===== src/rtl/kf8255_handshake_peer_pkg.sv =====
// Shared types and constants for the KF8255 mode-1 handshake peer.
// Holds the TX/RX state encodings and the idle levels of the strobes.
package kf8255_peer_pkg;

  typedef enum logic [2:0] {
    TX_IDLE,
    TX_SETUP,
    TX_STROBE,
    TX_HOLD,
    TX_WAIT
  } tx_state_t;

  typedef enum logic [1:0] {
    RX_IDLE,
    RX_ACK,
    RX_RELEASE
  } rx_state_t;

  localparam logic STB_IDLE = 1'b1;
  localparam logic ACK_IDLE = 1'b1;

  function automatic int maxOf3(input int a, input int b, input int c);
    int m;
    m = (a > b) ? a : b;
    return (m > c) ? m : c;
  endfunction

endpackage


===== src/rtl/kf8255_handshake_peer_if.sv =====
// Bundle of local-side and 8255-side signals around the handshake peer.
// The slave modport is the peer itself; master is whoever surrounds it.
interface kf8255_handshake_peer_if;
  logic       tx_valid;
  logic [7:0] tx_data;
  logic       tx_ready;
  logic [7:0] pd_out;
  logic       pd_oe;
  logic       stb_n;
  logic       ibf;
  logic       obf_n;
  logic       ack_n;
  logic [7:0] pd_in;
  logic       rx_valid;
  logic [7:0] rx_data;
  logic       rx_ready;

  modport master (
    output tx_valid, tx_data, ibf, obf_n, pd_in, rx_ready,
    input  tx_ready, pd_out, pd_oe, stb_n, ack_n, rx_valid, rx_data
  );

  modport slave (
    input  tx_valid, tx_data, ibf, obf_n, pd_in, rx_ready,
    output tx_ready, pd_out, pd_oe, stb_n, ack_n, rx_valid, rx_data
  );
endinterface


===== src/rtl/kf8255_handshake_peer_sync.sv =====
// Single-bit flop-chain synchroniser with a configurable reset level.
// STAGES of 0 passes the input straight through for same-clock use.
module kf8255_sync_bit #(
  parameter int   STAGES    = 2,
  parameter logic RESET_VAL = 1'b0
) (
  input  logic clock,
  input  logic reset_n,
  input  logic i_d,
  output logic o_q
);

  generate
    if (STAGES == 0) begin : gDirect
      assign o_q = i_d;
    end else begin : gChain
      logic [STAGES-1:0] r_chain;

      always_ff @(posedge clock or negedge reset_n) begin
        if (!reset_n) begin
          r_chain <= {STAGES{RESET_VAL}};
        end else begin
          r_chain[0] <= i_d;
          for (int i = 1; i < STAGES; i++) begin
            r_chain[i] <= r_chain[i-1];
          end
        end
      end

      assign o_q = r_chain[STAGES-1];
    end
  endgenerate

endmodule


===== src/rtl/kf8255_handshake_peer.sv =====
// Device-side partner for the KF8255 mode-1 strobed handshake: an independent
// transmitter (STB#/IBF) and receiver (OBF#/ACK#), all outputs registered.
module kf8255_handshake_peer
  import kf8255_peer_pkg::*;
#(
  parameter int SYNC_STAGES    = 2,
  parameter int SETUP_CYCLES   = 1,
  parameter int STB_WIDTH      = 2,
  parameter int ACK_WIDTH      = 2,
  parameter int CAPTURE_OFFSET = 1
) (
  input logic              clock,
  input logic              reset_n,
  kf8255_handshake_peer_if.slave bus
);

  localparam int CNT_MAX = maxOf3(SETUP_CYCLES, STB_WIDTH, ACK_WIDTH);
  localparam int CW      = $clog2(CNT_MAX + 1);
  localparam logic [CW-1:0] CAP_CNT = CW'(ACK_WIDTH - CAPTURE_OFFSET);

  logic w_ibfSync;
  logic w_obfSync;

  kf8255_sync_bit #(.STAGES(SYNC_STAGES), .RESET_VAL(1'b0)) uIbfSync (
    .clock  (clock),
    .reset_n(reset_n),
    .i_d    (bus.ibf),
    .o_q    (w_ibfSync)
  );

  kf8255_sync_bit #(.STAGES(SYNC_STAGES), .RESET_VAL(1'b1)) uObfSync (
    .clock  (clock),
    .reset_n(reset_n),
    .i_d    (bus.obf_n),
    .o_q    (w_obfSync)
  );

  tx_state_t     r_txState, w_txNext;
  logic [CW-1:0] r_txCnt, w_txCntNext;
  logic          r_txReady;
  logic [7:0]    r_pdOut;
  logic          r_pdOe;
  logic          r_stbN;

  // Counters are loaded with (length-1) on state entry and run down to 0.
  always_comb begin
    w_txNext    = r_txState;
    w_txCntNext = (r_txCnt != '0) ? r_txCnt - CW'(1) : '0;
    case (r_txState)
      TX_IDLE: begin
        if (bus.tx_valid && r_txReady) begin
          w_txNext    = TX_SETUP;
          w_txCntNext = CW'(SETUP_CYCLES - 1);
        end
      end
      TX_SETUP: begin
        if (r_txCnt == '0) begin
          w_txNext    = TX_STROBE;
          w_txCntNext = CW'(STB_WIDTH - 1);
        end
      end
      TX_STROBE: if (r_txCnt == '0) w_txNext = TX_HOLD;
      TX_HOLD:   w_txNext = TX_WAIT;
      TX_WAIT:   if (!w_ibfSync) w_txNext = TX_IDLE;
      default:   w_txNext = TX_IDLE;
    endcase
  end

  always_ff @(posedge clock or negedge reset_n) begin
    if (!reset_n) begin
      r_txState <= TX_IDLE;
      r_txCnt   <= '0;
      r_txReady <= 1'b0;
      r_pdOut   <= 8'h00;
      r_pdOe    <= 1'b0;
      r_stbN    <= STB_IDLE;
    end else begin
      r_txState <= w_txNext;
      r_txCnt   <= w_txCntNext;
      r_txReady <= (w_txNext == TX_IDLE);
      r_pdOe    <= (w_txNext == TX_SETUP) || (w_txNext == TX_STROBE) || (w_txNext == TX_HOLD);
      r_stbN    <= (w_txNext == TX_STROBE) ? ~STB_IDLE : STB_IDLE;
      if (r_txState == TX_IDLE && w_txNext == TX_SETUP) begin
        r_pdOut <= bus.tx_data;
      end
    end
  end

  rx_state_t     r_rxState, w_rxNext;
  logic [CW-1:0] r_rxCnt, w_rxCntNext;
  logic          r_ackN;
  logic          r_rxValid;
  logic [7:0]    r_rxData;
  logic          w_rxCapture;

  // A full buffer keeps ACK# high, holding the 8255 off until the byte is consumed.
  always_comb begin
    w_rxNext    = r_rxState;
    w_rxCntNext = (r_rxCnt != '0) ? r_rxCnt - CW'(1) : '0;
    case (r_rxState)
      RX_IDLE: begin
        if (!w_obfSync && (!r_rxValid || bus.rx_ready)) begin
          w_rxNext    = RX_ACK;
          w_rxCntNext = CW'(ACK_WIDTH - 1);
        end
      end
      RX_ACK:     if (r_rxCnt == '0) w_rxNext = RX_RELEASE;
      RX_RELEASE: if (w_obfSync) w_rxNext = RX_IDLE;
      default:    w_rxNext = RX_IDLE;
    endcase
  end

  assign w_rxCapture = (r_rxState == RX_ACK) && (r_rxCnt == CAP_CNT);

  always_ff @(posedge clock or negedge reset_n) begin
    if (!reset_n) begin
      r_rxState <= RX_IDLE;
      r_rxCnt   <= '0;
      r_ackN    <= ACK_IDLE;
      r_rxValid <= 1'b0;
      r_rxData  <= 8'h00;
    end else begin
      r_rxState <= w_rxNext;
      r_rxCnt   <= w_rxCntNext;
      r_ackN    <= (w_rxNext == RX_ACK) ? ~ACK_IDLE : ACK_IDLE;
      if (w_rxCapture) begin
        r_rxValid <= 1'b1;
        r_rxData  <= bus.pd_in;
      end else if (r_rxValid && bus.rx_ready) begin
        r_rxValid <= 1'b0;
      end
    end
  end

  assign bus.tx_ready = r_txReady;
  assign bus.pd_out   = r_pdOut;
  assign bus.pd_oe    = r_pdOe;
  assign bus.stb_n    = r_stbN;
  assign bus.ack_n    = r_ackN;
  assign bus.rx_valid = r_rxValid;
  assign bus.rx_data  = r_rxData;

endmodule


===== src/flat_wrapper.sv =====
// flat-port wrapper written by rule: the top's interface ports become plain ports
module kf8255_handshake_peer_flat import kf8255_peer_pkg::*;
#(
  parameter int SYNC_STAGES    = 2,
  parameter int SETUP_CYCLES   = 1,
  parameter int STB_WIDTH      = 2,
  parameter int ACK_WIDTH      = 2,
  parameter int CAPTURE_OFFSET = 1
)
  (clock, reset_n, bus_tx_valid, bus_tx_data, bus_ibf, bus_obf_n, bus_pd_in, bus_rx_ready, bus_tx_ready, bus_pd_out, bus_pd_oe, bus_stb_n, bus_ack_n, bus_rx_valid, bus_rx_data);
  kf8255_handshake_peer_if bus_i ();
  input logic clock;
  input logic reset_n;
  input wire logic [$bits(bus_i.tx_valid)-1:0] bus_tx_valid;
  input wire logic [$bits(bus_i.tx_data)-1:0] bus_tx_data;
  input wire logic [$bits(bus_i.ibf)-1:0] bus_ibf;
  input wire logic [$bits(bus_i.obf_n)-1:0] bus_obf_n;
  input wire logic [$bits(bus_i.pd_in)-1:0] bus_pd_in;
  input wire logic [$bits(bus_i.rx_ready)-1:0] bus_rx_ready;
  output wire logic [$bits(bus_i.tx_ready)-1:0] bus_tx_ready;
  output wire logic [$bits(bus_i.pd_out)-1:0] bus_pd_out;
  output wire logic [$bits(bus_i.pd_oe)-1:0] bus_pd_oe;
  output wire logic [$bits(bus_i.stb_n)-1:0] bus_stb_n;
  output wire logic [$bits(bus_i.ack_n)-1:0] bus_ack_n;
  output wire logic [$bits(bus_i.rx_valid)-1:0] bus_rx_valid;
  output wire logic [$bits(bus_i.rx_data)-1:0] bus_rx_data;
  assign bus_i.tx_valid = bus_tx_valid;
  assign bus_i.tx_data = bus_tx_data;
  assign bus_i.ibf = bus_ibf;
  assign bus_i.obf_n = bus_obf_n;
  assign bus_i.pd_in = bus_pd_in;
  assign bus_i.rx_ready = bus_rx_ready;
  assign bus_tx_ready = bus_i.tx_ready;
  assign bus_pd_out = bus_i.pd_out;
  assign bus_pd_oe = bus_i.pd_oe;
  assign bus_stb_n = bus_i.stb_n;
  assign bus_ack_n = bus_i.ack_n;
  assign bus_rx_valid = bus_i.rx_valid;
  assign bus_rx_data = bus_i.rx_data;
  kf8255_handshake_peer #(.SYNC_STAGES(SYNC_STAGES), .SETUP_CYCLES(SETUP_CYCLES), .STB_WIDTH(STB_WIDTH), .ACK_WIDTH(ACK_WIDTH), .CAPTURE_OFFSET(CAPTURE_OFFSET)) u_core (.clock(clock), .reset_n(reset_n), .bus(bus_i));
endmodule

===== config.mk =====
export PLATFORM = sky130hd
export DESIGN_NAME = kf8255_handshake_peer_flat
export DESIGN_NICKNAME = d
export VERILOG_FILES = /design/src/rtl/kf8255_handshake_peer_pkg.sv /design/src/rtl/kf8255_handshake_peer_if.sv /design/src/rtl/kf8255_handshake_peer_sync.sv /design/src/rtl/kf8255_handshake_peer.sv /design/src/flat_wrapper.sv
export SDC_FILE = /design/constraint.sdc
export NUM_CORES = 1
export LEC_CHECK = 0
export BUFFER_PORTS_ARGS = -buffer_cell sky130_fd_sc_hd__buf_2
export CORE_MARGIN = 5
export CORE_UTILIZATION = 49
export CTS_BUF_LIST = sky130_fd_sc_hd__clkbuf_4 sky130_fd_sc_hd__clkbuf_8 sky130_fd_sc_hd__clkbuf_16
export DETAILED_ROUTE_END_ITERATION = 10
export PLACE_DENSITY = 0.83
export SETUP_SLACK_MARGIN = 0.02
export SYNTH_ARGS = -nofsm -noshare
export SYNTH_HDL_FRONTEND = slang
export SYNTH_HIERARCHICAL = 1
export SYNTH_SLANG_ARGS = --single-unit
export TNS_END_PERCENT = 10

===== constraint.sdc =====
create_clock -name clock -period 1.58 [get_ports clock]
set_clock_uncertainty 0.1 [all_clocks]
set_input_delay 0.158 -clock clock [delete_from_list [all_inputs] [get_ports clock]]
set_output_delay 0.158 -clock clock [all_outputs]
set_load 0.01 [all_outputs]

==> run metrics <==
status=finished, final reports clean; Mean Syn Cell Area=14.72 µm²; met1 Track Usage GR=17.00%; count leader, synth=dfrtp_1; async set-reset flop share out of synthesis=100.0%; Num CTS Buffers=5; Die X=61.71 µm; initial core utilization=51.93%; top post-synthesis cells by area=dfrtp_1 (57%), mux2_2 (14%), dfstp_2 (8.0%); worst-path fanout max=9; Worst EP arrival=1.60 ns; slowest cell on the critical path=dfrtp_1; worst slack, placed=-0.01873 ns; Die ar.=0.003808 mm²; Syn-to-layout area delta=38.59%; layout cell share with drive strength beyond 1=49.04%; Clock Latency Late Sink=0.34 ns; worst endpoint required time=1.69 ns; post-route clock period utilization=93.78%; dpl cells=160; busiest layer in global routing=met2; initial antenna violation count=0; crit path time final=1.482 ns; max cap viols=0; critical path class=reg -> reg; Max-slew headroom=52.34%; Post-synth EDFFs=0; final number of setup-violating endpoints=0; Global Route met2 Usage=30.64%; vias per cell=4.882; library cells used by synthesis=26; routability cong.=0.7333; root buf cell=clkbuf_4; Antenna Cells=0; Synth Instances=89; DR iter-0 viols=16; class of the worst hold path=in -> reg; post-synthesis sequential area ratio=65.33%; Rows=18; Pwr Density=1813 mW/mm²; CTS tree=built; RSZ-0062 raised after global routing=no; via count=913; grt met3 use=7.645%; worst setup margin=0.09822 ns; Hold Vio Cnt, Final=0; antenna violation net count after detailed routing=0; height of the die=61.71 µm; vias in the first global route=1,012; critical path, cell by cell=nor2b_1, and3_4, mux2_2; area leader, netlist=dfrtp_1; Worst VDD drop=1206 µV; Fmax=0.6749 GHz; Critical Path End Type=flip-flop; pins over their slew limit=0; register bit count reported by yosys=34; grt ovf=0; Buf/Inv on CP=0; router iterations before antenna repair=4; share of the synthesized area in the top cell type=57.31%; Finished Layout Cells=187; layout net count=178; Num Clock Sinks=34; Synth Warn #=6; Port Buffers=42; Mapped Area=0.001310 mm²; first-pass GRT wire length=4498 µm; worst slew pin tran=0.7149 ns; final WL=2709 µm; Hold WS=0.08396 ns; Top delay family on crit path=simple AND/OR/NAND/NOR gates; CORE AREA=0.002522 mm²; Critical Path Start Type=flip-flop; drt drc=0; GRT Util Overall=17.09%; Synth Net Count=111; largest net degree at the start of global routing=35; routed len/inst=14.49 µm; detailed-placement wirelength estimate=1724 µm; H-tree levels=2; synth cell count leaders=dfrtp_1 (30), mux2_2 (16), nor2_1 (7); Most used DFF post-synth=dfrtp_1; Clock Pin Slew Worst Setup and Hold Paths=0.11 ns; CP peak stage delay=0.42 ns; cell leakage power=0.8600 nW; Clock Path Buffers=2; I/O pin cnt=43
[report_power, final]
group,internal [mW],switching [mW]
sequential,1.24,0.223
clock,0.328,0.289
combinational,0.651,0.564
[repair_timing]
item,4_1_cts,5_1_grt
endpoints found under the hold margin,48,0
hold buffers,19,0
pin swaps,0,0
setup endpoints to repair,8,8
setup buffers,0,0
resized for setup,1,1
gates cloned,0,0
[layout by cell type, fill, tap and decap left out]
cell           synthesis  layout
a22o_1                 1       1
nand4bb_4              1       1
o31ai_1                1       1
o32a_1                 1       1
or2_2                  2       2
buf_4                  1       2
nand2b_1               1       1
inv_1                  1       1
bufinv_16              0       1
dlygate4sd3_1          0      19
and3_4                 0       1
a21oi_1                1       1
xnor2_1                1       1
a22oi_1                1       1
nand2_1                3       3
mux2_2                16      16
dfrtp_1               30      30
o21ai_0                3       3
nand3b_1               2       2
clkbuf_4               0       5
or4_1                  1       1
a21o_1                 1       1
nor2_1                 7       7
clkinv_2               0       2
buf_2                  0      42
nor2b_1                2       2
nor2_8                 1       1
and3_1                 2       1
o22ai_1                2       2
dfstp_2                4       4
and2_1                 1       1
[layer usage]
layer	vias up	routed length, µm
met3	7	233
li1	443	-
met4	0	59
met5	-	0
met2	34	1389
met1	429	1027
[registers in the layout, indices dropped and copies added, names as in the netlist]
| register | count |
|---|---|
| u_core/r_rxCnt | 2 |
| u_core/bus.pd_oe | 1 |
| u_core/bus.stb_n | 1 |
| u_core/bus.rx_valid | 1 |
| u_core/uIbfSync/gChain.r_chain | 2 |
| u_core/r_txState | 3 |
| u_core/uObfSync/gChain.r_chain | 2 |
| u_core/bus.ack_n | 1 |
| u_core/bus.tx_ready | 1 |
| u_core/bus.pd_out | 8 |
| u_core/r_txCnt | 2 |
| u_core/r_rxState | 2 |
| u_core/bus.rx_data | 8 |
[kinds of logic (layout without fill, tap and decap cells)]
| kind of cell | Yosys count | in the layout | share of synthesized area (%) |
|---|---|---|---|
| AOI/OAI and AO/OA | 11 | 11 | 5.635 |
| DFF | 34 | 34 | 65.33 |
| buffers and inverters | 4 | 72 | 2.579 |
| muxes | 16 | 16 | 13.75 |
| and+or+nand+nor | 23 | 23 | 12.04 |
| xor gates and xnor gates | 1 | 1 | 0.6687 |
[worst reg2reg max path, delay by kind of cell, from the launching register on]
kind	cells	cell delay [ns]
flops	1	0.42
mux	1	0.35
simple gates	2	0.49
[layout make-up]
class,count,area [µm²]
fillers,186,706.9
repair buffers,63,415.4
well taps,30,37.54
multi-input cells,51,425.4
clock buffers,5,37.54
inverters,1,3.754
clock inverters,3,40.04
flip-flops and latches,34,855.8
[through the flow]
stage / util (%) / TNS [ns] / total power [mW] / cell area (µm²)
finish: 71.97 / 0 / 3.292 / 1815
global route: 71.97 / 0 / 3.519 / 1815
CTS: 71.83 / 0 / 3.317 / 1812
detailed placement: 61.16 / -0.08896 / 2.646 / 1543
global placement: 61.16 / 0 / 2.576 / 1543
floorplan: - / 0 / 2.224 / 1310
[worst paths after layout]
| path | end | startpoint | cells after the start | slack (ns) |
|---|---|---|---|---|
| max | u_core/bus.rx_data[7]$_DFFE_PN0P_ | u_core/r_rxState[1]$_DFF_PN0_ | 3 | 0.1 |
| min in group asynchronous | u_core/r_txState[1]$_DFF_PN0_ | reset_n | 2 | 0.30 |
| min | u_core/bus.rx_valid$_DFFE_PN0P_ | bus_rx_ready | 3 | 0.08 |
| max reg2reg | u_core/bus.rx_data[7]$_DFFE_PN0P_ | u_core/r_rxState[1]$_DFF_PN0_ | 3 | 0.1 |
| max in group asynchronous | u_core/r_rxState[0]$_DFF_PN0_ | reset_n | 2 | 0.61 |
| min reg2reg | u_core/uObfSync/gChain.r_chain[1]$_DFF_PN1_ | u_core/uObfSync/gChain.r_chain[0]$_DFF_PN1_ | 0 | 0.26 |
Note: power is estimated with default switching activity, not from simulation.
